File: src/rtl/jp_responder.sv
// Device-side NES controller (4021-style) emulator: samples btn_in on latch and
// shifts it out serially on host clock rising edges, with synchronized and filtered strobes.
module jp_responder #(
  parameter int unsigned SYNC_STAGES   = 2,
  parameter int unsigned FILTER_CYCLES = 4
) (
  input  logic       clk_in,
  input  logic       rst_in,
  input  logic [7:0] btn_in,
  input  logic       jp_clk_in,
  input  logic       jp_latch_in,
  output logic       jp_data_out,
  output logic       poll_out,
  output logic [3:0] shift_cnt_out
);

  localparam int unsigned CW = (FILTER_CYCLES > 1) ? $clog2(FILTER_CYCLES) : 1;
  localparam logic [CW-1:0] FLIM = CW'(FILTER_CYCLES - 1);
  // Index 0 is the host clock (idles high), index 1 is the latch (idles low).
  localparam logic [1:0] IDLE = 2'b01;

  logic [1:0]             raw;
  logic [SYNC_STAGES-1:0] sync_q [2];
  logic [SYNC_STAGES-1:0] sync_d [2];
  logic [CW-1:0]          fcnt_q [2];
  logic [CW-1:0]          fcnt_d [2];
  logic [1:0]             filt_q, filt_d;
  logic [1:0]             prev_q, prev_d;
  logic [7:0]             shreg_q, shreg_d;
  logic [3:0]             cnt_q, cnt_d;
  logic                   data_q, data_d;
  logic                   poll_q, poll_d;
  logic                   clk_rise, latch_fall;

  always_comb begin
    raw = {jp_latch_in, jp_clk_in};
    for (int unsigned i = 0; i < 2; i++) begin
      sync_d[i] = {sync_q[i][SYNC_STAGES-2:0], raw[i]};
      filt_d[i] = filt_q[i];
      fcnt_d[i] = '0;
      // Count only while the synchronized sample disagrees; agreement restarts the count.
      if (sync_q[i][SYNC_STAGES-1] != filt_q[i]) begin
        if (fcnt_q[i] == FLIM) filt_d[i] = sync_q[i][SYNC_STAGES-1];
        else                   fcnt_d[i] = fcnt_q[i] + 1'b1;
      end
    end
    prev_d     = filt_q;
    clk_rise   = filt_q[0] & ~prev_q[0];
    latch_fall = ~filt_q[1] & prev_q[1];

    shreg_d = shreg_q;
    cnt_d   = cnt_q;
    poll_d  = latch_fall;
    if (filt_q[1]) begin
      shreg_d = btn_in;
      cnt_d   = '0;
    end else if (clk_rise && !latch_fall) begin
      shreg_d = {1'b0, shreg_q[7:1]};
      if (cnt_q < 4'd8) cnt_d = cnt_q + 4'd1;
    end
    data_d = (cnt_q < 4'd8) ? ~shreg_q[0] : 1'b0;
  end

  always_ff @(posedge clk_in) begin
    if (rst_in) begin
      for (int unsigned i = 0; i < 2; i++) begin
        sync_q[i] <= {SYNC_STAGES{IDLE[i]}};
        fcnt_q[i] <= '0;
      end
      filt_q  <= IDLE;
      prev_q  <= IDLE;
      shreg_q <= '0;
      cnt_q   <= '0;
      data_q  <= 1'b1;
      poll_q  <= 1'b0;
    end else begin
      for (int unsigned i = 0; i < 2; i++) begin
        sync_q[i] <= sync_d[i];
        fcnt_q[i] <= fcnt_d[i];
      end
      filt_q  <= filt_d;
      prev_q  <= prev_d;
      shreg_q <= shreg_d;
      cnt_q   <= cnt_d;
      data_q  <= data_d;
      poll_q  <= poll_d;
    end
  end

  assign jp_data_out   = data_q;
  assign poll_out      = poll_q;
  assign shift_cnt_out = cnt_q;

endmodule

File: config.mk
export PLATFORM = sky130hd
export DESIGN_NAME = jp_responder
export DESIGN_NICKNAME = d
export VERILOG_FILES = /design/src/rtl/jp_responder.sv
export SDC_FILE = /design/constraint.sdc
export NUM_CORES = 1
export LEC_CHECK = 0
export ABC_AREA = 1
export CORE_MARGIN = 10
export CORE_UTILIZATION = 35
export DETAILED_ROUTE_END_ITERATION = 10
export GPL_TIMING_DRIVEN = 0
export PLACE_DENSITY_LB_ADDON = 0.2
export SYNTH_ARGS = -nofsm -noshare
export SYNTH_HDL_FRONTEND = slang
export SYNTH_SLANG_ARGS = --single-unit
File: constraint.sdc
create_clock -name clk_in -period 1.17 [get_ports clk_in]
set_input_delay 0.1755 -clock clk_in [delete_from_list [all_inputs] [get_ports clk_in]]
set_output_delay 0.1755 -clock clk_in [all_outputs]
set_load 0.02 [all_outputs]
==> flow_summary.yaml, run 1 <==
outcome:
  status: "finished, final reports clean"
clock_network:
  cts_tree: "done"
  cts_root_buffer: "clkbuf_4"
  cts_made_buffers: 3
  clk_latency_ps: 310
  cts_max_level: 1
  cts.sinks: 26
  clk_path_buf_depth: 2
  path_clk_slew_ps: 130
synth:
  synth_top_area_share_pct: 48.83
  synth_mux_area_share_pct: 0
  synth_area_leaders: "dfxtp_1 (49%), nand2_1 (14%), a21oi_1 (6.6%)"
  synth_common_cells: "nand2_1 (39), dfxtp_1 (26), a21oi_1 (14)"
  synth_compound_gate_area_share_pct: 9.155
  synth_cell_types: 17
  synth.most_common_cell: "nand2_1"
  syn_inst: 137
  netlist_area_sq_um: 1066
  synth_top_family_by_area: "simple AND/OR/NAND/NOR gates"
  synth-async-reset-ratio_pct: 0
  synth_flop_cell: "dfxtp_1"
  synth_xor_area_share_pct: 0.8216
  yosys.area_share.simple_pct: 29.93
  ys_ff_latch: 26
  ys_seq_area_share_pct: 48.83
  synth_edf_count: 0
  synth_adder_area_share_pct: 3.521
  ys.warnings.count: 0
  synth_top_cell_by_area: "dfxtp_1"
  syn_area_per_cell_sq_um: 7.781
  synth_fp_nets: 152
setup_path:
  critPathKind: "flip-flop to primary output"
  cp_data_required_time_ps: 990
  cp_cell_sequence: "clkdlybuf4s15_2"
  path_buf_inv: 1
  reg2reg_slack_ps: 110
  crit_path_max_fanout: 4
  cp_top_family: "flip-flops"
  r2r_end: "shreg_q[1]"
  crit_path_top_delay_cell: "dfxtp_2"
  ff2ff_path_depth: 6
  arrival_ps: 950
  end_kind: "primary output"
  critPathLaunchType: "flip-flop"
  max_stage_delay_ps: 370
  r2r-start: "filt_q[1]"
placement:
  portBuffers: 17
  place.gp.congestion: 0.7757
  dp_hpwl_um: 1649
  placed_cells: 185
route:
  drt-total-wl_um: 2209
  met1Wirelength_um: 1027
  wl_per_cell_um: 11.69
  drt-pass1-iter-count: 4
  wl_met2_um: 1049
  dr.first_iter.drc_count: 79
  met3_length_um: 115
  antenna_left: 0
  vias_per_cell: 4.630
  post-route-drc-count: 0
  via_count: 875
  top_layer: "met4"
global_routing:
  grt_pass1_wl_um: 3850
  grt_pass1_vias: 882
  track_usage_pct: 8.730
  grt_antenna_before_repair: 0
  grt_max_degree: 14
  overflow: 0
sta:
  relSlewSlack_pct: 71.28
  finalHoldViolations: 0
  fmax_mhz: 892.0
  slew_violations: 0
  rsz0062_at_grt: "false"
  setup_viol: 0
  worstMarginPinSlew_ps: 430.8
  final.setup.tns_ps: 0
  fin_crit_ps: 1121
  skew_ps: 11.25
  fin_crit_sh_pct: 95.82
  timing.hold.ws_ps: 378.5
final_layout:
  area_delta_synth_final_pct: 21.36
  nets: 175
  fin_util_pct: 45.73
  fin_cells: 189
  drive_above_1_share_pct: 16.46
  num_antenna_cells: 0
  fillCellCount: 295
floorplan:
  fp.dieH_um: 75.19
  die_area_sq_um: 5654
  die_x_um: 75.19
  initial_core_util_pct: 37.68
  core_region_area_sq_um: 2829
  ios: 18
  std_cell_rows: 19
worst_hold_path:
  worstHoldPathCells: 3
  hold_class: "input pin to flip-flop"
  min_to: "sync_q[0][2]"
  hold_start: "jp_latch_in"
pwr:
  vdd_drop_max_uv: 607.2
  cellLeakagePower_nw: 0.5441
  power_density_nw_per_um2: 1021
  finalPower_mw: 1.321
flow_run:
  max-cap-violations: 0
[flip-flops by register name, summed over array words and instances (netlist names)]
| register | cells |
|---|---|
| fcnt_q | 4 |
| filt_q | 2 |
| jp_data_out | 1 |
| poll_out | 1 |
| prev_q | 2 |
| shift_cnt_out | 4 |
| shreg_q | 8 |
| sync_q | 4 |
[worst max path at each step]
| stage | start | end | slack (ps) | depth (start not counted) |
|---|---|---|---|---|
| 4_1_cts | jp_data_out | jp_data_out | 9 | 1 |
| 5_1_grt | shift_cnt_out[2] | shift_cnt_out[2] | 2 | 1 |
| 3_3_place_gp | rst_in | sync_q[0][3] | -210 | 3 |
| 3_5_place_dp | rst_in | sync_q[0][3] | -210 | 3 |
| 6_report | shift_cnt_out[2] | shift_cnt_out[2] | 50 | 1 |
| 2_1_floorplan | shift_cnt_out[1] | shift_cnt_out[2] | 150 | 6 |
[stage by stage]
step | setup slack (ps) | cell area (sq um)
2_1_floorplan | 151.1 | 1066
3_3_place_gp | -212.8 | 1275
3_5_place_dp | -207.9 | 1275
4_1_cts | 8.860 | 1305
5_1_grt | 2.257 | 1294
6_report | 48.93 | 1294
[routing by layer]
layer	track usage [%]	up-vias
li1	-	474
met1	9.704	388
met2	15.05	11
met3	3.548	2
met4	2.474	0
met5	0	-
[report_power, final]
group / switching (mW) / internal (mW) / leakage [nW] / total, mW
sequential: 0.00378 / 0.894 / 0.212 / 0.897
clock: 0.239 / 0.120 / 0.0138 / 0.359
combinational: 0.0243 / 0.0400 / 0.319 / 0.0643
total: 0.267 / 1.05 / 0.544 / 1.32
[cell usage in the layout (no fill, tap or decap), drive strengths merged]
| cell | synthesis | layout |
|---|---|---|
| clkbuf | 1 | 6 |
| dfxtp | 26 | 26 |
| clkdlybuf4s50 | 0 | 11 |
| inv | 15 | 15 |
| a21oi | 14 | 14 |
| ha | 3 | 3 |
| o21ai | 4 | 4 |
| nor2 | 13 | 13 |
| clkdlybuf4s15 | 0 | 1 |
| nand2 | 42 | 42 |
| buf | 2 | 6 |
| nand3 | 13 | 13 |
| or2 | 2 | 2 |
| o211ai | 1 | 1 |
| xor2 | 1 | 1 |
[worst register-to-register path, stage by stage (launching register included)]
cell and delay, ps:
dfxtp_1 410, inv_4 100, nand2_4 90, nand2_4 90
nand2_4 110, nand2_1 60, a21oi_1 130
[cells by family after synthesis]
logic type,after synthesis
and+or+nand+nor,70
DFF,26
AOI/OAI and AO/OA,19
buffers and inverters,18
adders and majority gates,3
xor gates and xnor gates,1
[cell type report]
class	instances	area, sq um	share of cell area [%]
multi-input combinational	93	467.9	36.17
clock buffer	3	22.52	1.741
sequential	26	525.5	40.62
tap	31	38.79	2.998
buffer	3	26.28	2.031
timing repair buffer	18	153.9	11.90
inverter	15	58.81	4.545
[repair_timing]
action	4_1_cts	5_1_grt
buffers inserted	0	1
gates resized for setup	18	9
setup endpoints to repair	6	14
endpoints found under the hold margin	0	0
hold buffers	0	0
(Power assumes the default switching activity.)
==> run 2, diff against run 1 <==
CELL_PAD_IN_SITES_DETAIL_PLACEMENT = 0   (was unset)
CELL_PAD_IN_SITES_GLOBAL_PLACEMENT = 2   (was unset)
CORE_UTILIZATION = 26   (was 35)
clock period = 0.9 ns   (was 1.17 ns; I/O delays follow)
==> run 2 against run 1 <==
  * The run now ends with negative setup slack left
  * Clock skew down 6.3 ps
  * Routed wire length up 11%
  * Die area rose by 25%
  * Cell count increased by 15%
  * Non-clock buffer count increased by 8
  * Critical path depth rose by 4
  * Combinational power grew 36%
  * Clock power is 110% higher
  * Count of clock-buffer cells in the layout grew 1
  * Register-to-register slack worse by 230 ps
  * Sequential power grew 28%
  * Critical path type is now flip-flop to flip-flop
  * Critical endpoint is now fcnt_q[0][2]
  * Largest cell class is now multi-input gates
==> flow_summary.yaml, run 2 (same netlist as run 1, synthesis figures left out) <==
global_routing:
  grt_max_degree: 15
  use_met1_pct: 9.560
  grt_pass1_vias: 876
  use_met3_pct: 2.246
  grt_antenna_before_repair: 0
  grt_pass1_wl_um: 4222
  overflow: 0
  gr-max-usage-layer: "met2"
  track_usage_pct: 7.167
  met2_usage_pct: 10.51
sta:
  slew_violations: 0
  finalHoldViolations: 0
  relSlewSlack_pct: 84.02
  setup_viol: 19
  fin_crit_ps: 1018
  fmax_mhz: 982.6
  skew_ps: 4.955
  worst_slack_ps: -117.7
  worstMarginPinSlew_ps: 239.7
  rsz0062_at_grt: "true"
  fin_crit_sh_pct: 113.1
  timing.hold.ws_ps: 334.5
final_layout:
  regMostFlops: "shreg_q"
  final_common_cell: "nand2_1"
  num_antenna_cells: 0
  area.sequential_sq_um: 539.3
  drive_above_1_share_pct: 31.14
  fin_cells: 217
  final_cell_mix: "nand2_1 (36), dfxtp_1 (19), inv_1 (12), nand3_1 (11)"
  fillCellCount: 420
  multi_input_area_sq_um: 541.8
  fin_util_pct: 39.38
  largest_reg_flops: 8
  area_delta_synth_final_pct: 46.71
  nets: 183
floorplan:
  std_cell_rows: 23
  ios: 18
  initial_core_util_pct: 26.84
  die_area_sq_um: 7061
  die_x_um: 84.03
  core_region_area_sq_um: 3971
  fp.dieH_um: 84.03
clock_network:
  cts_max_level: 1
  cts_made_buffers: 3
  path_clk_slew_ps: 90
  cts-hold-fix-buffers: 0
  clk_latency_ps: 270
  cts_root_buffer: "clkbuf_8"
  cts.sinks: 26
  clk_path_buf_depth: 2
  cts_tree: "done"
placement:
  place_ws_ps: -533.5
  place.gp.congestion: 0.7476
  portBuffers: 17
  placed_cells: 204
  dp_hpwl_um: 1729
pwr:
  cellLeakagePower_nw: 0.6257
  finalPower_mw: 1.993
  power_density_nw_per_um2: 1274
  vdd_drop_max_uv: 473.4
outcome:
  status: "finished with violations"
  failed_checks: "negative setup slack"
setup_path:
  critPathLaunchType: "flip-flop"
  critPathKind: "flip-flop to flip-flop"
  cp_data_required_time_ps: 1110
  crit_path_max_fanout: 5
  end_kind: "flip-flop"
  crit_start: "filt_q[1]"
  r2r-start: "filt_q[1]"
  ff2ff_path_depth: 5
  arrival_ps: 1220
route:
  vias_per_cell: 4.138
  antenna_left: 0
  drt-pass1-iter-count: 4
  wl_per_cell_um: 11.33
  drt-total-wl_um: 2458
  post-route-drc-count: 0
  via_count: 898
  dr.first_iter.drc_count: 38
worst_hold_path:
  hold_start: "rst_in"
  worstHoldPathCells: 2
  hold_class: "input pin to flip-flop"
flow_run:
  max-cap-violations: 0
[run 2: changes by cell type in the layout (fill, tap and decap cells not counted), moves of 4 or more]
cell      delta
buf_6        +8
a21oi_1      -5
a21oi_2      +5
buf_4        +4
clkbuf_8     +4
dfxtp_4      +4
[run 2: metal layers]
| layer | vias up | share of wire [%] |
|---|---|---|
| li1 | 493 | - |
| met1 | 391 | 52 |
| met2 | 12 | 43 |
| met3 | 2 | 3.4 |
| met4 | 0 | 0.90 |
| met5 | - | 0 |
[run 2: stage by stage]
step / instance area (sq um) / TNS, ps
final: 1564 / -1158
after global routing: 1564 / -2344
after CTS: 1486 / -1293
after detailed placement: 1324 / -10420
after global placement: 1324 / -10760
after floorplan: 1091 / 0
[run 2: what timing repair did]
| item | 4_1_cts | 5_1_grt |
|---|---|---|
| endpoints found under the setup margin | 26 | 24 |
| resized for setup | 48 | 19 |
| setup buffers | 6 | 3 |
| pin swaps | 7 | 10 |
[run 2: area by class of cell]
type / instances / share of cell area, %
clock buffers: 4 / 3.520
repair buffers: 26 / 17.12
multi-input cells: 93 / 34.64
well taps: 50 / 4.000
plain buffers: 3 / 2.160
flip-flops and latches: 26 / 34.48
inverters: 15 / 4.080
[run 2: worst paths after layout]
kind	slack [ps]	endpoint
max	-120	fcnt_q[0][2]
min	330	prev_q[1]
max reg2reg	-120	fcnt_q[0][2]
min reg2reg	410	sync_q[0][3]
[run 2: report_power, final]
| group | internal, mW | switching (mW) | total, mW |
|---|---|---|---|
| clock network | 0.391 | 0.362 | 0.752 |
| registers | 1.15 | 0.00501 | 1.15 |
| logic | 0.0530 | 0.0343 | 0.0872 |
| total | 1.59 | 0.401 | 1.99 |
[run 2: worst max-delay path, stage by stage, from the launching register on]
cell and delay, ps:
dfxtp_4 380, buf_8 140, buf_6 110, xor2_1 130, nand3_1 100, nor2_1 110
